## src/rtl/apb_slave_regbank.sv

```systemverilog
// apb_slave_regbank
//   APB slave exposing NUM_REGS read/write registers of DATA_W bits each,
//   with byte strobes, optional wait states and per-register write pulses.
//
// Ports
//   clk, rst            clock; asynchronous active-high reset
//   psel, penable       APB select / access-phase enable
//   pwrite              1 = write, 0 = read
//   paddr               byte address; register index = paddr[ADDR_W-1:2]
//   pwdata, pstrb       write data and byte write strobes
//   prdata              read data, zero outside the READY cycle of a good read
//   pready              transfer completes this cycle (registered)
//   pslverr             error response, only asserted together with pready
//   reg_q               all registers, register i at [i*DATA_W +: DATA_W]
//   wr_pulse            one-cycle pulse per register, the cycle after a commit
//
// Note: ADDR_W must be at least SEL_W+2, where SEL_W is clog2(NUM_REGS)
// (1 for a single register).
module apb_slave_regbank #(
  parameter int                DATA_W      = 32,
  parameter int                ADDR_W      = 8,
  parameter int                NUM_REGS    = 16,
  parameter int                WAIT_STATES = 0,
  parameter logic [DATA_W-1:0] RESET_VAL   = '0
) (
  input  logic                         clk,
  input  logic                         rst,
  input  logic                         psel,
  input  logic                         penable,
  input  logic                         pwrite,
  input  logic [ADDR_W-1:0]            paddr,
  input  logic [DATA_W-1:0]            pwdata,
  input  logic [DATA_W/8-1:0]          pstrb,
  output logic [DATA_W-1:0]            prdata,
  output logic                         pready,
  output logic                         pslverr,
  output logic [NUM_REGS*DATA_W-1:0]   reg_q,
  output logic [NUM_REGS-1:0]          wr_pulse
);

  localparam int STRB_W = DATA_W / 8;
  localparam int SEL_W  = (NUM_REGS > 1) ? $clog2(NUM_REGS) : 1;

  typedef enum logic [1:0] {
    IDLE  = 2'd0,
    WAIT  = 2'd1,
    READY = 2'd2
  } state_t;

  state_t             state_q, state_d;
  logic [3:0]         cnt_q, cnt_d;
  logic               pready_q, pready_d;
  logic [SEL_W-1:0]   sel_q, sel_d;
  logic               err_q, err_d;
  logic               rd_q, rd_d;
  logic               addr_err;
  logic               commit;
  logic [NUM_REGS*DATA_W-1:0] reg_flat;
  logic [DATA_W-1:0]  rd_val;

  // Out-of-range index or a byte address that is not word aligned.
  assign addr_err = (32'(paddr[ADDR_W-1:2]) >= NUM_REGS) || (paddr[1:0] != 2'b00);

  // Transfer FSM. The address, its error status and the direction are all
  // captured in the setup cycle so the access phase only needs the held bus.
  always_comb begin
    state_d  = state_q;
    cnt_d    = cnt_q;
    pready_d = 1'b0;
    sel_d    = sel_q;
    err_d    = err_q;
    rd_d     = rd_q;
    commit   = 1'b0;
    case (state_q)
      IDLE: begin
        // penable without a preceding setup is deliberately ignored here.
        if (psel && !penable) begin
          sel_d = paddr[SEL_W+1:2];
          err_d = addr_err;
          rd_d  = !pwrite;
          if (WAIT_STATES == 0) begin
            state_d  = READY;
            pready_d = 1'b1;
          end else begin
            state_d = WAIT;
            cnt_d   = 4'(WAIT_STATES);
          end
        end
      end
      WAIT: begin
        if (!psel) begin
          // Master abandoned the transfer.
          state_d = IDLE;
          cnt_d   = '0;
        end else if (cnt_q <= 4'd1) begin
          state_d  = READY;
          pready_d = 1'b1;
          cnt_d    = '0;
        end else begin
          cnt_d = cnt_q - 4'd1;
        end
      end
      READY: begin
        state_d = IDLE;
        commit  = psel && penable && pwrite && !err_q;
      end
      default: begin
        state_d = IDLE;
        cnt_d   = '0;
      end
    endcase
  end

  always_ff @(posedge clk or posedge rst) begin
    if (rst) begin
      state_q  <= IDLE;
      cnt_q    <= '0;
      pready_q <= 1'b0;
      sel_q    <= '0;
      err_q    <= 1'b0;
      rd_q     <= 1'b0;
    end else begin
      state_q  <= state_d;
      cnt_q    <= cnt_d;
      pready_q <= pready_d;
      sel_q    <= sel_d;
      err_q    <= err_d;
      rd_q     <= rd_d;
    end
  end

  // One register plus its write pulse per generate iteration.
  genvar gi;
  generate
    for (gi = 0; gi < NUM_REGS; gi++) begin : g_reg
      logic [DATA_W-1:0] val_q, val_d;
      logic              pulse_q, pulse_d;

      always_comb begin
        val_d   = val_q;
        pulse_d = commit && (32'(sel_q) == gi);
        if (pulse_d) begin
          for (int k = 0; k < STRB_W; k++) begin
            if (pstrb[k]) begin
              val_d[8*k +: 8] = pwdata[8*k +: 8];
            end
          end
        end
      end

      always_ff @(posedge clk or posedge rst) begin
        if (rst) begin
          val_q   <= RESET_VAL;
          pulse_q <= 1'b0;
        end else begin
          val_q   <= val_d;
          pulse_q <= pulse_d;
        end
      end

      assign reg_flat[gi*DATA_W +: DATA_W] = val_q;
      assign wr_pulse[gi]                  = pulse_q;
    end
  endgenerate

  // Read mux; an erroring index never reaches prdata because of the gating below.
  always_comb begin
    rd_val = '0;
    for (int i = 0; i < NUM_REGS; i++) begin
      if (32'(sel_q) == i) begin
        rd_val = reg_flat[i*DATA_W +: DATA_W];
      end
    end
  end

  assign reg_q   = reg_flat;
  assign pready  = pready_q;
  assign pslverr = pready_q && err_q;
  assign prdata  = (pready_q && rd_q && !err_q) ? rd_val : '0;

endmodule
```

## config.mk

```make
export PLATFORM = sky130hd
export DESIGN_NAME = apb_slave_regbank
export DESIGN_NICKNAME = d
export VERILOG_FILES = /design/src/rtl/apb_slave_regbank.sv
export SDC_FILE = /design/constraint.sdc
export NUM_CORES = 1
export LEC_CHECK = 0
export BUFFER_PORTS_ARGS = -buffer_cell sky130_fd_sc_hd__buf_2
export CELL_PAD_IN_SITES_DETAIL_PLACEMENT = 1
export CELL_PAD_IN_SITES_GLOBAL_PLACEMENT = 2
export CORE_UTILIZATION = 38
export CTS_CLUSTER_DIAMETER = 30
export CTS_CLUSTER_SIZE = 16
export DETAILED_ROUTE_END_ITERATION = 8
export PLACE_DENSITY = 0.95
export RECOVER_POWER = 25
export SETUP_SLACK_MARGIN = 0.05
export SYNTH_ARGS = -nofsm -noshare
export SYNTH_HDL_FRONTEND = slang
export SYNTH_SLANG_ARGS = --single-unit
```

## constraint.sdc

```tcl
create_clock -name clk -period 32.9 [get_ports clk]
set_input_delay 6.58 -clock clk [delete_from_list [all_inputs] [get_ports clk]]
set_output_delay 6.58 -clock clk [all_outputs]
set_load 0.02 [all_outputs]
```

==> qor.tcl, run 1 <==
set qor(run_status) {finished with violations}
set qor(violations) {max-capacitance violations, max-slew violations}
set qor(max_clock_freq_ghz) 0.0581
set qor(criticalPathCategory) {in -> async}
set qor(required_ns) 31.51
set qor(period_minus_slack_ns) 17.20
set qor(clock_skew_ns) 0.0216
set qor(boundaryPins) 611
set qor(ys_dominant_reg_cell) {sky130_fd_sc_hd__dfrtp_1}
set qor(routed-via-count) 22339
set qor(gr-total-overflow) 0
set qor(post_drt_via_cell_ratio) 6.26
set qor(rsz0062_at_grt) {no}
set qor(layout.cells.most_common) {sky130_fd_sc_hd__buf_2}
set qor(p_leak_uw) 0.0175
set qor(core.rowCount) 94
set qor(grt_start_max_net_pins) 157
set qor(syn-mean-instance-area_um2) 12.8
set qor(routed_wl_um) 125000
set qor(clk_pin_slew_worst_paths_ns) 0.04
set qor(finish.net_count) 2650
set qor(cp_data_arrival_time_ns) 15.81
set qor(place.gp.congestion) 0.903
set qor(final_worst_setup_slack_ns) 15.70
set qor(wire_per_inst_um) 35.0
set qor(clock_latency_of_the_later_clocked_register_in_the_worst_skew_pair_ns) 0.66
set qor(first_pass_grt_wire_length_um) 176000
set qor(count_of_flip_flops_with_a_built_in_enable_after_synthesis) 0
set qor(final_hold_viol_count) 0
set qor(crit_path_max_fanout) 156
set qor(finalCoreUtilization_pct) 50.5
set qor(netlist_area_before_placement_um2) 25300
set qor(synth-seq-area-share_pct) 53.0
set qor(die_w_um) 260
set qor(drt_pre_antenna_iters) 5
set qor(grt_use_total_pct) 36.5
set qor(dp_worst_setup_slack_ns) 21.99
set qor(synth_warnings) 0
set qor(post_cts.repair.setup_buffers) 0
set qor(timing_max_transition_violations_final) 430
set qor(fillers) 6929
set qor(grt_pass1_vias) 23730
set qor(synthDistinctLibCells) 70
set qor(cts_inserted_buffers) 120
set qor(worst_slew_pin_slew_ns) 8.55
set qor(crit_path_end_kind) {asynchronous set/reset pin}
set qor(cts_tree) {done}
set qor(postSynthRegisterBits) 536
set qor(hold_fix_buffer_count_after_cts) 0
set qor(layout-area-overhead-vs-synth_pct) 31.5
set qor(post_synth_inst_count) 1983
set qor(max_cap_violations) 5
set qor(mappedNetlistNets) 2032
set qor(maximum_number_of_buffers_from_clock_root_to_sink) 3
set qor(synthArstFlopShare_pct) 100
set qor(post_cts_resize_count) 0
set qor(cp-start-kind) {input port}
set qor(number_of_antenna_violations_at_the_first_check_in_global_routing) 6
set qor(initial_core_util_pct) 38.4
set qor(post-route-drc-count) 0
set qor(setup-violations-final) 0
set qor(route.antenna.remaining_nets) 0
set qor(proportion_of_layout_cells_with_a_drive_suffix_above_1_pct) 54.2
set qor(power_per_cell_area_nw_per_um2) 65.2
set qor(port_buffers) 610
set qor(clock_tree.root_cell) {sky130_fd_sc_hd__clkbuf_16}
set qor(hold_path.class) {reg -> reg}
set qor(period_share_pct) 52.3
set qor(clock_sinks) 536
set qor(die_height_um) 260
set qor(dpl.hpwl_um) 81600
set qor(layout_common_cells) {sky130_fd_sc_hd__buf_2, sky130_fd_sc_hd__dfrtp_1, sky130_fd_sc_hd__mux2_2}
set qor(timing.slew.headroom_pct) -470
set qor(dieArea_um2) 67600
set qor(cts.htree.levels) 3
set qor(core_footprint_um2) 65900
set qor(setup_tns_ns) 0
set qor(drt-initial-drc-count) 1958
set qor(vdd.ir_drop.worst_v) 0.0000409
state kept, by name (all words and copies together) (netlist names):
name	flops
err_q	1
rd_q	1
sel_q	4
g.pulse_q	16
pready	1
state_q	1
g.val_q	512
worst max-delay path: stages:
cell and delay (ns):
sky130_fd_sc_hd__buf_2 0.10, sky130_fd_sc_hd__clkinvlp_2 2.66, sky130_fd_sc_hd__clkbuf_1 6.04
cell families (layout without fill, tap and decap cells):
kind of cell           after synthesis  in the layout  synth area share [%]
other                                0              1                     0
DFF                                536            536                  53.0
buffers and inverters              169            889                  3.31
muxes                              592            592                  27.7
and+or+nand+nor                    309            309                  6.26
AOI/OAI and AO/OA                  377            377                  9.73
Yosys cell counts (all sizes together) (5+ instances only):
| master | count | area, um2 |
|---|---|---|
| a2111oi | 5 | 43.8 |
| a211oi | 14 | 105 |
| a21oi | 79 | 395 |
| a221oi | 22 | 193 |
| a22o | 8 | 70.1 |
| a22oi | 19 | 143 |
| a311oi | 6 | 52.6 |
| a31oi | 6 | 37.5 |
| and2 | 11 | 68.8 |
| buf | 75 | 474 |
| clkbuf | 80 | 312 |
| dfrtp | 536 | 13400 |
| inv | 14 | 52.6 |
| mux2 | 530 | 5970 |
| mux2i | 29 | 290 |
| mux4 | 33 | 743 |
| nand2 | 129 | 612 |
| nand2b | 8 | 50.1 |
| nand3 | 10 | 50.1 |
| nor2 | 79 | 332 |
| nor2b | 22 | 138 |
| nor3 | 18 | 90.1 |
| nor3b | 5 | 37.5 |
| o211ai | 16 | 120 |
| o21ai | 97 | 485 |
| o221ai | 11 | 96.3 |
| o22ai | 42 | 263 |
| o2bb2ai | 15 | 131 |
| or3 | 6 | 37.5 |
metrics by stage:
step / instances / instance area, um2 / hold WS [ns] / total power (uW)
finish: 3568 / 33300 / 0.486 / 2170
global route: 3568 / 33300 / 0.522 / 2210
CTS: 3567 / 33300 / 0.484 / 2170
detailed placement: 3343 / 29000 / 0.455 / 902
global placement: 3343 / 29000 / 0.441 / 898
floorplan: 1983 / 25300 / 0.428 / 803
final cells by class:
type                    count  area [um2]  area share [%]
multi-input cells        1278       11100            33.3
inverters                  14        53.8           0.162
flip-flops and latches    536       13400            40.4
clock buffers             153        3310            9.94
clock inverters            71        1000            3.02
well taps                 864        1080            3.25
repair buffers            651        3310            9.94
diodes                      1        2.50         0.00752
report_power, final:
part           switching, uW  internal, uW  total [uW]
sequential              15.8           667         682
combinational            167          50.8         218
clock                    401           869        1270
total                    584          1590        2170
path summary, 6_finish.rpt:
check / from / to / slack (ns) / depth (start not counted)
setup / recovery: rst / g_reg[4].val_q[14] / 15.70 / 3
hold / removal: state_q[1] / state_q[1] / 0.49 / 1
setup reg to reg: sel_q[0] / g_reg[13].val_q[30] / 27.91 / 7
hold reg to reg: state_q[1] / state_q[1] / 0.49 / 1
max in group clk: sel_q[1] / prdata[25] / 21.27 / 6
min in group asynchronous: rst / g_reg[4].val_q[30] / 7.37 / 2
layer usage:
layer | vias to the layer above | wire [um] | GRT usage (%)
li1 | 8616 | - | -
met2 | 1562 | 57600 | 56.4
met3 | 467 | 11100 | 9.04
met4 | 4 | 7860 | 21.8
met1 | 11690 | 48400 | 46.2
met5 | - | 29 | 0
Power figures use the tool's default switching activity.
==> inputs of run 2 (changes only) <==
--- a/config.mk
+++ b/config.mk
@@ -8,11 +8,11 @@
 export BUFFER_PORTS_ARGS = -buffer_cell sky130_fd_sc_hd__buf_2
 export CELL_PAD_IN_SITES_DETAIL_PLACEMENT = 1
 export CELL_PAD_IN_SITES_GLOBAL_PLACEMENT = 2
-export CORE_UTILIZATION = 38
+export CORE_UTILIZATION = 36
 export CTS_CLUSTER_DIAMETER = 30
 export CTS_CLUSTER_SIZE = 16
 export DETAILED_ROUTE_END_ITERATION = 8
-export PLACE_DENSITY = 0.95
+export PLACE_DENSITY = 0.92
 export RECOVER_POWER = 25
 export SETUP_SLACK_MARGIN = 0.05
 export SYNTH_ARGS = -nofsm -noshare
==> constraint.sdc (replaced) <==
create_clock -name clk -period 18 [get_ports clk]
set_input_delay 3.6 -clock clk [delete_from_list [all_inputs] [get_ports clk]]
set_output_delay 3.6 -clock clk [all_outputs]
set_load 0.02 [all_outputs]
==> run 2 against run 1 <==
The flow still finishes with violations (max-capacitance violations, max-slew violations). Highest routed layer unchanged. Combinational power grew 84%. Die area grew 5.5%. Final cell count grew 2.1%. Setup slack lost 6.6 ns. Count of clock-buffer cells in the layout grew 4. Worst hold slack gained 0.012 ns. Power grew 82%. Global-route usage shrank 1.5 points. First-iteration DRC count grew 12%. Critical path depth grew 5. Sequential share of layout area grew 0.17 points.
==> qor.tcl, run 2 (same netlist as run 1, synthesis figures left out) <==
set qor(run_status) {finished with violations}
set qor(violations) {max-capacitance violations, max-slew violations}
set qor(final_hold_viol_count) 0
set qor(dieArea_um2) 71300
set qor(die_w_um) 267
set qor(top_regs) {g.val_q x512, g.pulse_q x16, sel_q x4}
set qor(die_height_um) 267
set qor(route.antenna.remaining_nets) 0
set qor(wire_per_inst_um) 34.7
set qor(clock_latency_of_the_later_clocked_register_in_the_worst_skew_pair_ns) 0.68
set qor(dpl.hpwl_um) 83200
set qor(layout.cells.most_common) {sky130_fd_sc_hd__dfrtp_1}
set qor(intPower_uw) 2880
set qor(crit_path_end_kind) {output pin}
set qor(first_pass_grt_wire_length_um) 178000
set qor(vdd.ir_drop.worst_v) 0.0000783
set qor(cts_inserted_buffers) 119
set qor(core.rowCount) 96
set qor(place.gp.congestion) 0.894
set qor(period_minus_slack_ns) 8.92
set qor(core_footprint_um2) 69100
set qor(grt_start_max_net_pins) 169
set qor(period_share_pct) 49.5
set qor(crit_path_max_fanout) 63
set qor(rsz0062_at_grt) {no}
set qor(clockPowerShare_pct) 58.2
set qor(seq_cell_area_um2) 13400
set qor(boundaryPins) 611
set qor(required_ns) 14.40
set qor(layout-area-overhead-vs-synth_pct) 30.9
set qor(clk_pin_slew_worst_paths_ns) 0.05
set qor(finish.net_count) 2656
set qor(power_per_cell_area_nw_per_um2) 119
set qor(post_drt_via_cell_ratio) 6.04
set qor(hold_path.class) {reg -> reg}
set qor(p_leak_uw) 0.0166
set qor(setup-violations-final) 0
set qor(cp-start-kind) {register}
set qor(setup_tns_ns) 0
set qor(worst_slew_pin_slew_ns) 3.62
set qor(initial_core_util_pct) 36.6
set qor(clock_sinks) 536
set qor(timing_max_transition_violations_final) 85
set qor(fillers) 7412
set qor(clock_skew_ns) 0.0347
set qor(drt-initial-drc-count) 2187
set qor(layout_common_cells) {sky130_fd_sc_hd__dfrtp_1, sky130_fd_sc_hd__mux2_2, sky130_fd_sc_hd__buf_2}
set qor(max_clock_freq_ghz) 0.112
set qor(drt_pre_antenna_iters) 5
set qor(max_cap_violations) 2
set qor(grt_pass1_vias) 23508
set qor(dp_worst_setup_slack_ns) 9.87
set qor(final_worst_setup_slack_ns) 9.08
set qor(largest_register_ffs) 512
set qor(combPwrFrac_pct) 10.2
set qor(sw_frac_of_total_pct) 27.1
set qor(post_cts_resize_count) 0
set qor(hold_fix_buffer_count_after_cts) 0
set qor(post-route-drc-count) 0
set qor(clock_tree.root_cell) {sky130_fd_sc_hd__clkbuf_16}
set qor(routed-via-count) 21996
set qor(cp_data_arrival_time_ns) 5.32
set qor(port_buffers) 610
set qor(multiInputGateArea_um2) 11100
set qor(power_switching_uw) 1070
set qor(grt_use_total_pct) 35.0
set qor(gr-total-overflow) 0
set qor(cts_tree) {done}
set qor(criticalPathCategory) {reg -> out}
set qor(maximum_number_of_buffers_from_clock_root_to_sink) 3
set qor(timing.slew.headroom_pct) -141
set qor(largest_register) {g.val_q}
set qor(share_seq_of_total_power_pct) 31.6
set qor(post_cts.repair.setup_buffers) 0
set qor(number_of_antenna_violations_at_the_first_check_in_global_routing) 6
set qor(routed_wl_um) 126000
set qor(proportion_of_layout_cells_with_a_drive_suffix_above_1_pct) 46.2
set qor(cts.htree.levels) 3
## run 2: cell count changes in the layout (fill, tap and decap cells not counted), sizes merged, moves of 3 or more
cell / before / now
bufinv: 21 / 18
buf: 617 / 404
inv: 15 / 20
clkbuf: 187 / 411
clkinvlp: 16 / 11
## run 2: critical path: stages (launching register included)
cell and delay, ns:
sky130_fd_sc_hd__dfrtp_4 0.89, sky130_fd_sc_hd__buf_4 0.60, sky130_fd_sc_hd__buf_4 0.86, sky130_fd_sc_hd__nand2b_2 0.30
sky130_fd_sc_hd__buf_4 0.40, sky130_fd_sc_hd__nor2_2 0.80, sky130_fd_sc_hd__a221oi_1 0.23, sky130_fd_sc_hd__a21oi_1 0.29
sky130_fd_sc_hd__buf_2 0.23
## run 2: final timing paths
| kind | startpoint | to | slack [ns] | cells after the start |
|---|---|---|---|---|
| hold reg to reg | state_q[1] | state_q[1] | 0.50 | 1 |
| max in group asynchronous | rst | g_reg[2].val_q[14] | 10.09 | 5 |
| setup / recovery | sel_q[1] | prdata[10] | 9.08 | 8 |
| setup reg to reg | sel_q[1] | g_reg[14].val_q[25] | 12.84 | 7 |
| min in group asynchronous | rst | g_reg[1].val_q[28] | 4.37 | 3 |
| hold / removal | state_q[1] | state_q[1] | 0.50 | 1 |
## run 2: cell type report
cell class / instances / area share (%)
clock buffers: 157 / 10.2
repair buffers: 658 / 9.36
inverters: 14 / 0.170
flip-flops and latches: 536 / 40.5
clock inverters: 67 / 2.74
diodes: 2 / 0.0151
well taps: 931 / 3.52
multi-input cells: 1278 / 33.5
## run 2: power groups by stage
stage	logic, uW	registers, uW	clock network [uW]
floorplan	216	1250	0
global placement	381	1270	0
detailed placement	389	1270	0
CTS	393	1250	2320
global route	411	1250	2370
finish	402	1250	2300
## run 2: stage by stage
stage | total power (uW) | cell area (um2) | hold slack, ns | util (%) | std cells
floorplan | 1470 | 25300 | 0.428 | - | 1983
global placement | 1650 | 29200 | 0.441 | 42.2 | 3417
detailed placement | 1660 | 29200 | 0.482 | 42.2 | 3417
CTS | 3960 | 33400 | 0.489 | 48.4 | 3641
global route | 4030 | 33100 | 0.526 | 47.9 | 3641
finish | 3950 | 33100 | 0.498 | 47.9 | 3643
## run 2: routing by layer
| layer | global-route usage [%] | share of wire [%] | wire length (um) |
|---|---|---|---|
| met1 | 43.8 | 39 | 49400 |
| met2 | 56.0 | 47 | 59200 |
| met3 | 8.63 | 8.3 | 10500 |
| met4 | 18.5 | 5.7 | 7240 |
| met5 | 0 | 0.020 | 25 |
==> inputs of run 3 (changes only) <==
==> constraint.sdc (replaced) <==
create_clock -name clk -period 8.28 [get_ports clk]
set_input_delay 1.656 -clock clk [delete_from_list [all_inputs] [get_ports clk]]
set_output_delay 1.656 -clock clk [all_outputs]
set_load 0.02 [all_outputs]
==> run 3 against run 2 <==
The run still ends with max-capacitance violations, max-slew violations left. Sequential power grew 120%. Wire length increased by 0.40%. Highest routed layer unchanged. Sequential cell count unchanged. Via count grew 0.46%. Count of clock-buffer cells in the layout decreased by 13. Largest cell class unchanged. Worst hold slack got worse by 0.030 ns. Die area unchanged. Clock power rose by 120%. Design area increased by 1.0%. Non-clock buffer count is the same.
==> qor.tcl, run 3 (same netlist as run 1, synthesis figures left out) <==
set qor(run_status) {finished with violations}
set qor(violations) {max-capacitance violations, max-slew violations}
set qor(dieArea_um2) 71300
set qor(grt_pass1_vias) 23802
set qor(criticalPathCategory) {reg -> out}
set qor(core_footprint_um2) 69100
set qor(hold_fix_buffer_count_after_cts) 0
set qor(clock_latency_of_the_later_clocked_register_in_the_worst_skew_pair_ns) 0.67
set qor(finish.net_count) 2658
set qor(p_leak_uw) 0.0176
set qor(report.power.total_uw) 8630
set qor(core.rowCount) 96
set qor(wire_per_inst_um) 34.8
set qor(cp-start-kind) {register}
set qor(top_regs) {g.val_q x512, g.pulse_q x16, sel_q x4}
set qor(cts.htree.levels) 3
set qor(largest_register) {g.val_q}
set qor(layout-area-overhead-vs-synth_pct) 32.2
set qor(routed_wl_um) 127000
set qor(power_per_cell_area_nw_per_um2) 258
set qor(clock_skew_ns) 0.0273
set qor(clock_tree.root_cell) {sky130_fd_sc_hd__clkbuf_16}
set qor(post_cts_resize_count) 0
set qor(layout_common_cells) {sky130_fd_sc_hd__buf_2, sky130_fd_sc_hd__dfrtp_1, sky130_fd_sc_hd__mux2_2}
set qor(period_minus_slack_ns) 7.08
set qor(vdd.ir_drop.worst_v) 0.000171
set qor(drt_pre_antenna_iters) 5
set qor(first_pass_grt_wire_length_um) 179000
set qor(drt-initial-drc-count) 1872
set qor(timing_max_transition_violations_final) 463
set qor(layout.cells.most_common) {sky130_fd_sc_hd__buf_2}
set qor(clock_sinks) 536
set qor(crit_path_max_fanout) 47
set qor(gr-total-overflow) 0
set qor(grt_start_max_net_pins) 159
set qor(number_of_antenna_violations_at_the_first_check_in_global_routing) 5
set qor(worst_slew_pin_slew_ns) 4.17
set qor(crit_path_end_kind) {output pin}
set qor(hold_path.class) {reg -> reg}
set qor(rsz0062_at_grt) {no}
set qor(setup-violations-final) 0
set qor(die_height_um) 267
set qor(post_drt_via_cell_ratio) 6.06
set qor(postLayoutCellArea_um2) 33500
set qor(timing.slew.headroom_pct) -178
set qor(grt_use_total_pct) 35.3
set qor(clk_pin_slew_worst_paths_ns) 0.04
set qor(post-route-drc-count) 0
set qor(initial_core_util_pct) 36.6
set qor(cp_data_arrival_time_ns) 5.43
set qor(dpl.hpwl_um) 84000
set qor(required_ns) 6.62
set qor(period_share_pct) 85.5
set qor(proportion_of_layout_cells_with_a_drive_suffix_above_1_pct) 55.6
set qor(final_hold_viol_count) 0
set qor(boundaryPins) 611
set qor(die_w_um) 267
set qor(setup_tns_ns) 0
set qor(max_clock_freq_ghz) 0.141
set qor(place.gp.congestion) 0.905
set qor(routed-via-count) 22097
set qor(fillers) 7272
set qor(maximum_number_of_buffers_from_clock_root_to_sink) 3
set qor(cts_tree) {done}
set qor(cts_inserted_buffers) 121
set qor(largest_register_ffs) 512
set qor(max_cap_violations) 7
set qor(port_buffers) 610
set qor(post_cts.repair.setup_buffers) 0
set qor(route.antenna.remaining_nets) 0
set qor(post_dp_area_um2) 29200
set qor(finalCoreUtilization_pct) 48.4
## run 3: cell types whose count changed in the layout (fill, tap and decap cells not counted), moves of 2 or more
cell	before	now
sky130_fd_sc_hd__clkbuf_2	0	2
sky130_fd_sc_hd__clkinv_4	2	11
sky130_fd_sc_hd__clkinv_2	28	22
sky130_fd_sc_hd__buf_2	359	608
sky130_fd_sc_hd__clkbuf_1	271	13
sky130_fd_sc_hd__clkinvlp_4	11	22
sky130_fd_sc_hd__buf_4	44	42
sky130_fd_sc_hd__clkbuf_8	17	13
## run 3: per-layer routing
layer  up-vias  GRT usage (%)  part of all wire (%)
met5         -              0                 0.025
met4         4           22.3                   6.9
met3       448           8.14                   8.3
met2      1440           55.6                    46
met1     11587           43.6                    39
li1       8618              -                     -
## run 3: final timing paths
| path | start | depth (start not counted) | end | slack, ns |
|---|---|---|---|---|
| setup / recovery | sel_q[0] | 6 | prdata[20] | 1.20 |
| hold / removal | state_q[1] | 1 | state_q[1] | 0.47 |
| setup reg to reg | sel_q[0] | 4 | g_reg[4].val_q[24] | 2.93 |
| hold reg to reg | state_q[1] | 1 | state_q[1] | 0.47 |
| max in group asynchronous | rst | 4 | g_reg[3].val_q[6] | 2.24 |
| min in group asynchronous | rst | 3 | g_reg[6].val_q[27] | 2.40 |
## run 3: critical path, cell delays in order, from the launching register on
cell,delay [ns]
sky130_fd_sc_hd__dfrtp_4,0.93
sky130_fd_sc_hd__or2_0,2.32
sky130_fd_sc_hd__o22ai_1,0.30
sky130_fd_sc_hd__nor2_1,0.22
sky130_fd_sc_hd__o211ai_1,0.14
sky130_fd_sc_hd__a221oi_1,0.57
sky130_fd_sc_hd__buf_2,0.27
## run 3: layout make-up
class	count	area, um2	share of cell area (%)
clock inverter	82	1030	3.08
tap	931	1160	3.48
sequential	536	13400	40.1
multi-input combinational	1278	11100	33.1
clock buffer	144	3290	9.83
inverter	14	53.8	0.161
antenna	2	5.00	0.0150
timing repair buffer	658	3410	10.2
## run 3: stage by stage
stage	cells	setup WS, ns	hold slack [ns]
6_report	3645	1.20	0.469
5_1_grt	3643	1.21	0.507
4_1_cts	3643	1.91	0.462
3_5_place_dp	3417	2.61	0.454
3_3_place_gp	3417	2.69	0.441
2_1_floorplan	1983	-0.664	0.428
## run 3: power breakdown
| group | internal, uW | switching, uW | leakage [uW] | total (uW) |
|---|---|---|---|---|
| sequential | 2650 | 57.0 | 0.00747 | 2700 |
| combinational | 207 | 683 | 0.00812 | 890 |
| clock | 3390 | 1650 | 0.00206 | 5040 |
| total | 6240 | 2390 | 0.0176 | 8630 |
